## src/rtl/mam_mem_arbiter.sv

```systemverilog
// ============================================================================
// Module      : mam_mem_arbiter
// Description : Round-robin arbiter sharing one burst memory port between two
//               MAM requesters; one transaction owns the port until complete.
// Revision    : 1.0 - initial release
// ============================================================================
`default_nettype none

module mam_mem_arbiter #(
  parameter int DATA_WIDTH = 16,
  parameter int ADDR_WIDTH = 32
) (
  input  logic                    clk,
  input  logic                    rst,
  input  logic                    m0_req_valid,
  input  logic                    m0_req_rw,
  input  logic                    m0_req_burst,
  input  logic [ADDR_WIDTH-1:0]   m0_req_addr,
  input  logic [13:0]             m0_req_beats,
  output logic                    m0_req_ready,
  input  logic                    m0_write_valid,
  input  logic [DATA_WIDTH-1:0]   m0_write_data,
  input  logic [DATA_WIDTH/8-1:0] m0_write_strb,
  output logic                    m0_write_ready,
  output logic                    m0_read_valid,
  output logic [DATA_WIDTH-1:0]   m0_read_data,
  input  logic                    m0_read_ready,
  input  logic                    m1_req_valid,
  input  logic                    m1_req_rw,
  input  logic                    m1_req_burst,
  input  logic [ADDR_WIDTH-1:0]   m1_req_addr,
  input  logic [13:0]             m1_req_beats,
  output logic                    m1_req_ready,
  input  logic                    m1_write_valid,
  input  logic [DATA_WIDTH-1:0]   m1_write_data,
  input  logic [DATA_WIDTH/8-1:0] m1_write_strb,
  output logic                    m1_write_ready,
  output logic                    m1_read_valid,
  output logic [DATA_WIDTH-1:0]   m1_read_data,
  input  logic                    m1_read_ready,
  output logic                    s_req_valid,
  output logic                    s_req_rw,
  output logic                    s_req_burst,
  output logic [ADDR_WIDTH-1:0]   s_req_addr,
  output logic [13:0]             s_req_beats,
  input  logic                    s_req_ready,
  output logic                    s_write_valid,
  output logic [DATA_WIDTH-1:0]   s_write_data,
  output logic [DATA_WIDTH/8-1:0] s_write_strb,
  input  logic                    s_write_ready,
  input  logic                    s_read_valid,
  input  logic [DATA_WIDTH-1:0]   s_read_data,
  output logic                    s_read_ready
);

  typedef enum logic [1:0] {
    ST_IDLE  = 2'd0,
    ST_REQ   = 2'd1,
    ST_WRITE = 2'd2,
    ST_READ  = 2'd3
  } state_t;

  state_t      r_state, w_next_state;
  logic        r_grant, w_next_grant;
  logic        r_prio,  w_next_prio;
  logic [13:0] r_count, w_next_count;

  // Fields of whichever requester currently owns the port
  logic                    w_req_valid, w_req_rw, w_req_burst;
  logic [ADDR_WIDTH-1:0]   w_req_addr;
  logic [13:0]             w_req_beats;
  logic                    w_write_valid, w_read_ready;
  logic [DATA_WIDTH-1:0]   w_write_data;
  logic [DATA_WIDTH/8-1:0] w_write_strb;

  always_comb begin
    w_req_valid   = r_grant ? m1_req_valid   : m0_req_valid;
    w_req_rw      = r_grant ? m1_req_rw      : m0_req_rw;
    w_req_burst   = r_grant ? m1_req_burst   : m0_req_burst;
    w_req_addr    = r_grant ? m1_req_addr    : m0_req_addr;
    w_req_beats   = r_grant ? m1_req_beats   : m0_req_beats;
    w_write_valid = r_grant ? m1_write_valid : m0_write_valid;
    w_write_data  = r_grant ? m1_write_data  : m0_write_data;
    w_write_strb  = r_grant ? m1_write_strb  : m0_write_strb;
    w_read_ready  = r_grant ? m1_read_ready  : m0_read_ready;
  end

  always_comb begin
    w_next_state   = r_state;
    w_next_grant   = r_grant;
    w_next_prio    = r_prio;
    w_next_count   = r_count;
    m0_req_ready   = 1'b0;
    m1_req_ready   = 1'b0;
    m0_write_ready = 1'b0;
    m1_write_ready = 1'b0;
    m0_read_valid  = 1'b0;
    m1_read_valid  = 1'b0;
    m0_read_data   = '0;
    m1_read_data   = '0;
    s_req_valid    = 1'b0;
    s_req_rw       = 1'b0;
    s_req_burst    = 1'b0;
    s_req_addr     = '0;
    s_req_beats    = '0;
    s_write_valid  = 1'b0;
    s_write_data   = '0;
    s_write_strb   = '0;
    s_read_ready   = 1'b0;

    if (!rst) begin
      case (r_state)
        ST_IDLE: begin
          if (m0_req_valid || m1_req_valid) begin
            w_next_grant = (m0_req_valid && m1_req_valid) ? r_prio : m1_req_valid;
            w_next_state = ST_REQ;
          end
        end

        ST_REQ: begin
          s_req_valid = w_req_valid;
          s_req_rw    = w_req_rw;
          s_req_burst = w_req_burst;
          s_req_addr  = w_req_addr;
          s_req_beats = w_req_beats;
          if (r_grant) m1_req_ready = s_req_ready;
          else         m0_req_ready = s_req_ready;
          // A withdrawn request gives up its slot without rotating priority
          if (!w_req_valid) begin
            w_next_state = ST_IDLE;
          end else if (s_req_ready) begin
            w_next_count = (w_req_burst && (w_req_beats != 14'd0)) ? w_req_beats : 14'd1;
            w_next_state = w_req_rw ? ST_WRITE : ST_READ;
          end
        end

        ST_WRITE: begin
          s_write_valid = w_write_valid;
          s_write_data  = w_write_data;
          s_write_strb  = w_write_strb;
          if (r_grant) m1_write_ready = s_write_ready;
          else         m0_write_ready = s_write_ready;
          if (w_write_valid && s_write_ready) begin
            if (r_count <= 14'd1) begin
              w_next_state = ST_IDLE;
              w_next_prio  = ~r_grant;
            end else begin
              w_next_count = r_count - 14'd1;
            end
          end
        end

        ST_READ: begin
          s_read_ready = w_read_ready;
          if (r_grant) begin
            m1_read_valid = s_read_valid;
            m1_read_data  = s_read_data;
          end else begin
            m0_read_valid = s_read_valid;
            m0_read_data  = s_read_data;
          end
          if (s_read_valid && w_read_ready) begin
            if (r_count <= 14'd1) begin
              w_next_state = ST_IDLE;
              w_next_prio  = ~r_grant;
            end else begin
              w_next_count = r_count - 14'd1;
            end
          end
        end

        default: w_next_state = ST_IDLE;
      endcase
    end
  end

  always_ff @(posedge clk or posedge rst) begin
    if (rst) begin
      r_state <= ST_IDLE;
      r_grant <= 1'b0;
      r_prio  <= 1'b0;
      r_count <= 14'd0;
    end else begin
      r_state <= w_next_state;
      r_grant <= w_next_grant;
      r_prio  <= w_next_prio;
      r_count <= w_next_count;
    end
  end

endmodule

`default_nettype wire

```

## config.mk

```make
export PLATFORM = sky130hd
export DESIGN_NAME = mam_mem_arbiter
export DESIGN_NICKNAME = d
export VERILOG_FILES = /design/src/rtl/mam_mem_arbiter.sv
export SDC_FILE = /design/constraint.sdc
export NUM_CORES = 1
export LEC_CHECK = 0
export ABC_AREA = 1
export CORE_ASPECT_RATIO = 0.9
export CORE_MARGIN = 5
export CORE_UTILIZATION = 28
export DETAILED_ROUTE_END_ITERATION = 16
export GPL_ROUTABILITY_DRIVEN = 0
export GPL_TIMING_DRIVEN = 0
export HOLD_SLACK_MARGIN = 0.12
export PLACE_DENSITY = 0.77
export SYNTH_ARGS = -nofsm -noshare
export SYNTH_HDL_FRONTEND = slang
export SYNTH_SLANG_ARGS = --single-unit
```

## constraint.sdc

```tcl
create_clock -name clk -period 1.6 [get_ports clk]
set_input_delay 0.24 -clock clk [delete_from_list [all_inputs] [get_ports clk]]
set_output_delay 0.24 -clock clk [all_outputs]
set_load 0.005 [all_outputs]
```

==> summary.md <==
| Metric | Value |
|---|---|
| Minimum clock period | `1970 ps` |
| Die extent in x | `114 um` |
| Syn Nets | `699` |
| Pwr Total | `9040 uW` |
| Synth area leader | `nand2_1` |
| Top cell type's share of synthesized area | `0.335` |
| Diode count | `0` |
| CTS H-tree depth | `1` |
| Crit share post-route | `1.23` |
| Maxcap violations | `0` |
| Hold slack | `479 ps` |
| First-pass iteration count of the detailed router | `5` |
| Relative slew slack | `0.631` |
| Die Height | `104 um` |
| Slew Viols, Final | `0` |
| Critical path cell sequence | `inv_4 -> buf_12 -> clkbuf_16 -> nand2_1 -> a21oi_4 -> buf_2` |
| Detailed Place HPWL | `13.7 mm` |
| First-pass GRT wire length | `29.0 mm` |
| Total power density per cell area | `1240 nW/um2` |
| Clk_lat worst skew | `260 ps` |
| Crit Path Max Fanout | `8` |
| Sequential element share of the synthesized area | `0.164` |
| Setup TNS | `-24910 ps` |
| P_int | `4380 uW` |
| Initial antenna violation count | `1` |
| Total gr overflow | `0` |
| Sw frac | `0.515` |
| CTS clk-pin slew, worst paths | `70 ps` |
| Largest net degree at the start of global routing | `12` |
| Clock Power Share | `0.036` |
| Slowest stage delay, CP | `460 ps` |
| Core region area | `9610 um2` |
| Reg area | `453 um2` |
| Reg power frac | `0.098` |
| FMAX | `508 MHz` |
| Post-route cell area | `7300 um2` |
| CP Class | `flop to output port` |
| Drt drc | `0` |
| Critical Path Slowest Stage Cell | `dfrtp_2` |
| RSZ-0062 raised after global routing | `true` |
| Slew @ Worst Pin | `552 ps` |
| Syn_area_per_cell | `5.11 um2` |
| TritonCTS clock tree | `built` |
| Total Die Area | `11900 um2` |
| Commonest non-fill, non-tap cell in the layout | `nand2_1` |
| Yosys cell types | `30` |
| Initial DRC Count | `400` |
| Worst Hold Class | `flop to flop` |
| Mean routed wirelength per cell | `23.1 um` |
| Yosys reg bits | `18` |
| Worst Path Arrival | `1730 ps` |
| Failing checks | `setup timing` |
| Share of cells above drive strength 1 | `0.477` |
| Post-place setup slack | `-1410 ps` |
| Status | `finished with violations` |
| CP Capture Type | `output port` |
| Logic pwr share | `0.866` |
| Endpoints failing hold | `0` |
| PortBufs | `265` |
| Synth Cell Area | `2750 um2` |
| Vias/cell | `5.56` |
| Multi-input logic area | `3070 um2` |
| Commonest non-fill, non-tap cells in the layout | `nand2_1 (166), clkdlybuf4s50_1 (157), buf_2 (101), nand2_2 (52)` |
| Sink Count | `18` |
| Row count | `34` |
| Post-route ant nets | `0` |
| Clock Tree Root | `clkbuf_8` |
| Initial Util | `0.286` |
| Fin nets | `1033` |
| Setup violations, final | `124` |
| Routed vias | `5535` |
| Area added between synthesis and finish | `166%` |
| Top Ports | `266` |
| Vias in the first global route | `5293` |
| Cells after Synth | `538` |
| Num CTS Buffers | `3` |
| Setup crit start kind | `flop` |
| GRT Total Usage | `0.307` |
| Fill cell count | `640` |
| Ranking of synthesized cells by area | `nand2_1 (33%), dfrtp_1 (16%), a21oi_1 (12%)` |
| DRT Wirelength | `23.0 mm` |
| Yosys warnings | `0` |
| Clock skew | `2.57 ps` |
| VDD IR-drop max | `0.585 mV` |
| WP data required | `1360 ps` |
| Worst Setup Slack, final | `-370 ps` |
| Area post-placement | `5570 um2` |
| CTS Buffer Depth | `2` |
| Psw | `4660 uW` |
| Leak pwr | `0.00351 uW` |
[path summary, 6_finish.rpt]
kind                            start              end  slack (ps)  cells after the start
min                        r_count[1]       r_count[1]         480                      2
max in group asynchronous         rst          r_grant         320                      3
min reg2reg                r_count[1]       r_count[1]         480                      2
max                           r_grant  s_write_data[3]        -370                      6
min in group asynchronous         rst       r_count[3]         790                      3
max reg2reg                   r_grant       r_count[5]        -280                     12
[power by group through the flow]
stage / clock [uW] / sequential (uW) / combinational (uW)
2_1_floorplan: 0 / 790 / 2650
3_3_place_gp: 0 / 835 / 4350
3_5_place_dp: 0 / 845 / 4440
4_1_cts: 324 / 877 / 6310
5_1_grt: 339 / 910 / 8260
6_report: 323 / 887 / 7830
[metrics by stage]
stage	instances	utilization
floorplan	538	-
global placement	929	0.579
detailed placement	929	0.579
CTS	970	0.687
global route	996	0.760
finish	996	0.760
[cell type report]
type | count | area share
repair buffers | 326 | 0.391
repair inverters | 1 | 0.000685
well taps | 126 | 0.0216
clock buffers | 3 | 0.00565
plain buffers | 32 | 0.0766
flip-flops and latches | 18 | 0.0620
inverters | 39 | 0.0214
multi-input cells | 451 | 0.421
[Yosys cell counts]
library cell / count
mux2i_1: 1
o21bai_1: 1
ha_1: 2
clkbuf_1: 18
clkinv_1: 1
nand4_1: 2
nand2_1: 245
buf_2: 3
inv_2: 1
o21ai_1: 2
nand3b_1: 1
nor2_1: 39
a21oi_1: 64
buf_4: 2
buf_1: 3
nor3_1: 39
xnor2_1: 5
nand2_2: 2
a21oi_4: 1
o21ai_0: 8
buf_6: 6
o22ai_1: 1
inv_1: 36
nor2_2: 1
nand3_1: 26
o21bai_2: 1
a21oi_2: 1
inv_4: 1
or2_2: 7
dfrtp_1: 18
[logic make-up after synthesis]
kind of cell | synth area share
compound gates | 0.153
xor+xnor | 0.0159
fa+ha+maj | 0.00910
buf+inv | 0.118
flops | 0.164
mux | 0.00364
simple gates | 0.536
[critical path: cells and delay by family (launching register included)]
family / cells / cell delay [ps]
flip-flops: 1 / 460
AO/OA/AOI/OAI: 1 / 270
buffers and inverters: 4 / 650
AND/OR/NAND/NOR: 1 / 90
[sequential cells by signal (all words and copies together), names as in the netlist]
register	cells
r_count	14
r_grant	1
r_prio	1
r_state	2
[timing repair]
action | CTS | global route
gates resized for setup | 669 | 156
endpoints found under the hold margin | 18 | 0
gates cloned | 10 | 8
buffers inserted | 26 | 21
hold buffers | 2 | 0
endpoints found under the setup margin | 123 | 124
pin swaps | 41 | 34
[routing by layer]
metal | global-route usage | share of wire | vias up
li1 | - | - | 2382
met1 | 0.324 | 0.33 | 2546
met2 | 0.544 | 0.47 | 456
met3 | 0.0681 | 0.11 | 149
met4 | 0.188 | 0.091 | 2
met5 | 0 | 0.00056 | -
(Power assumes the default switching activity.)
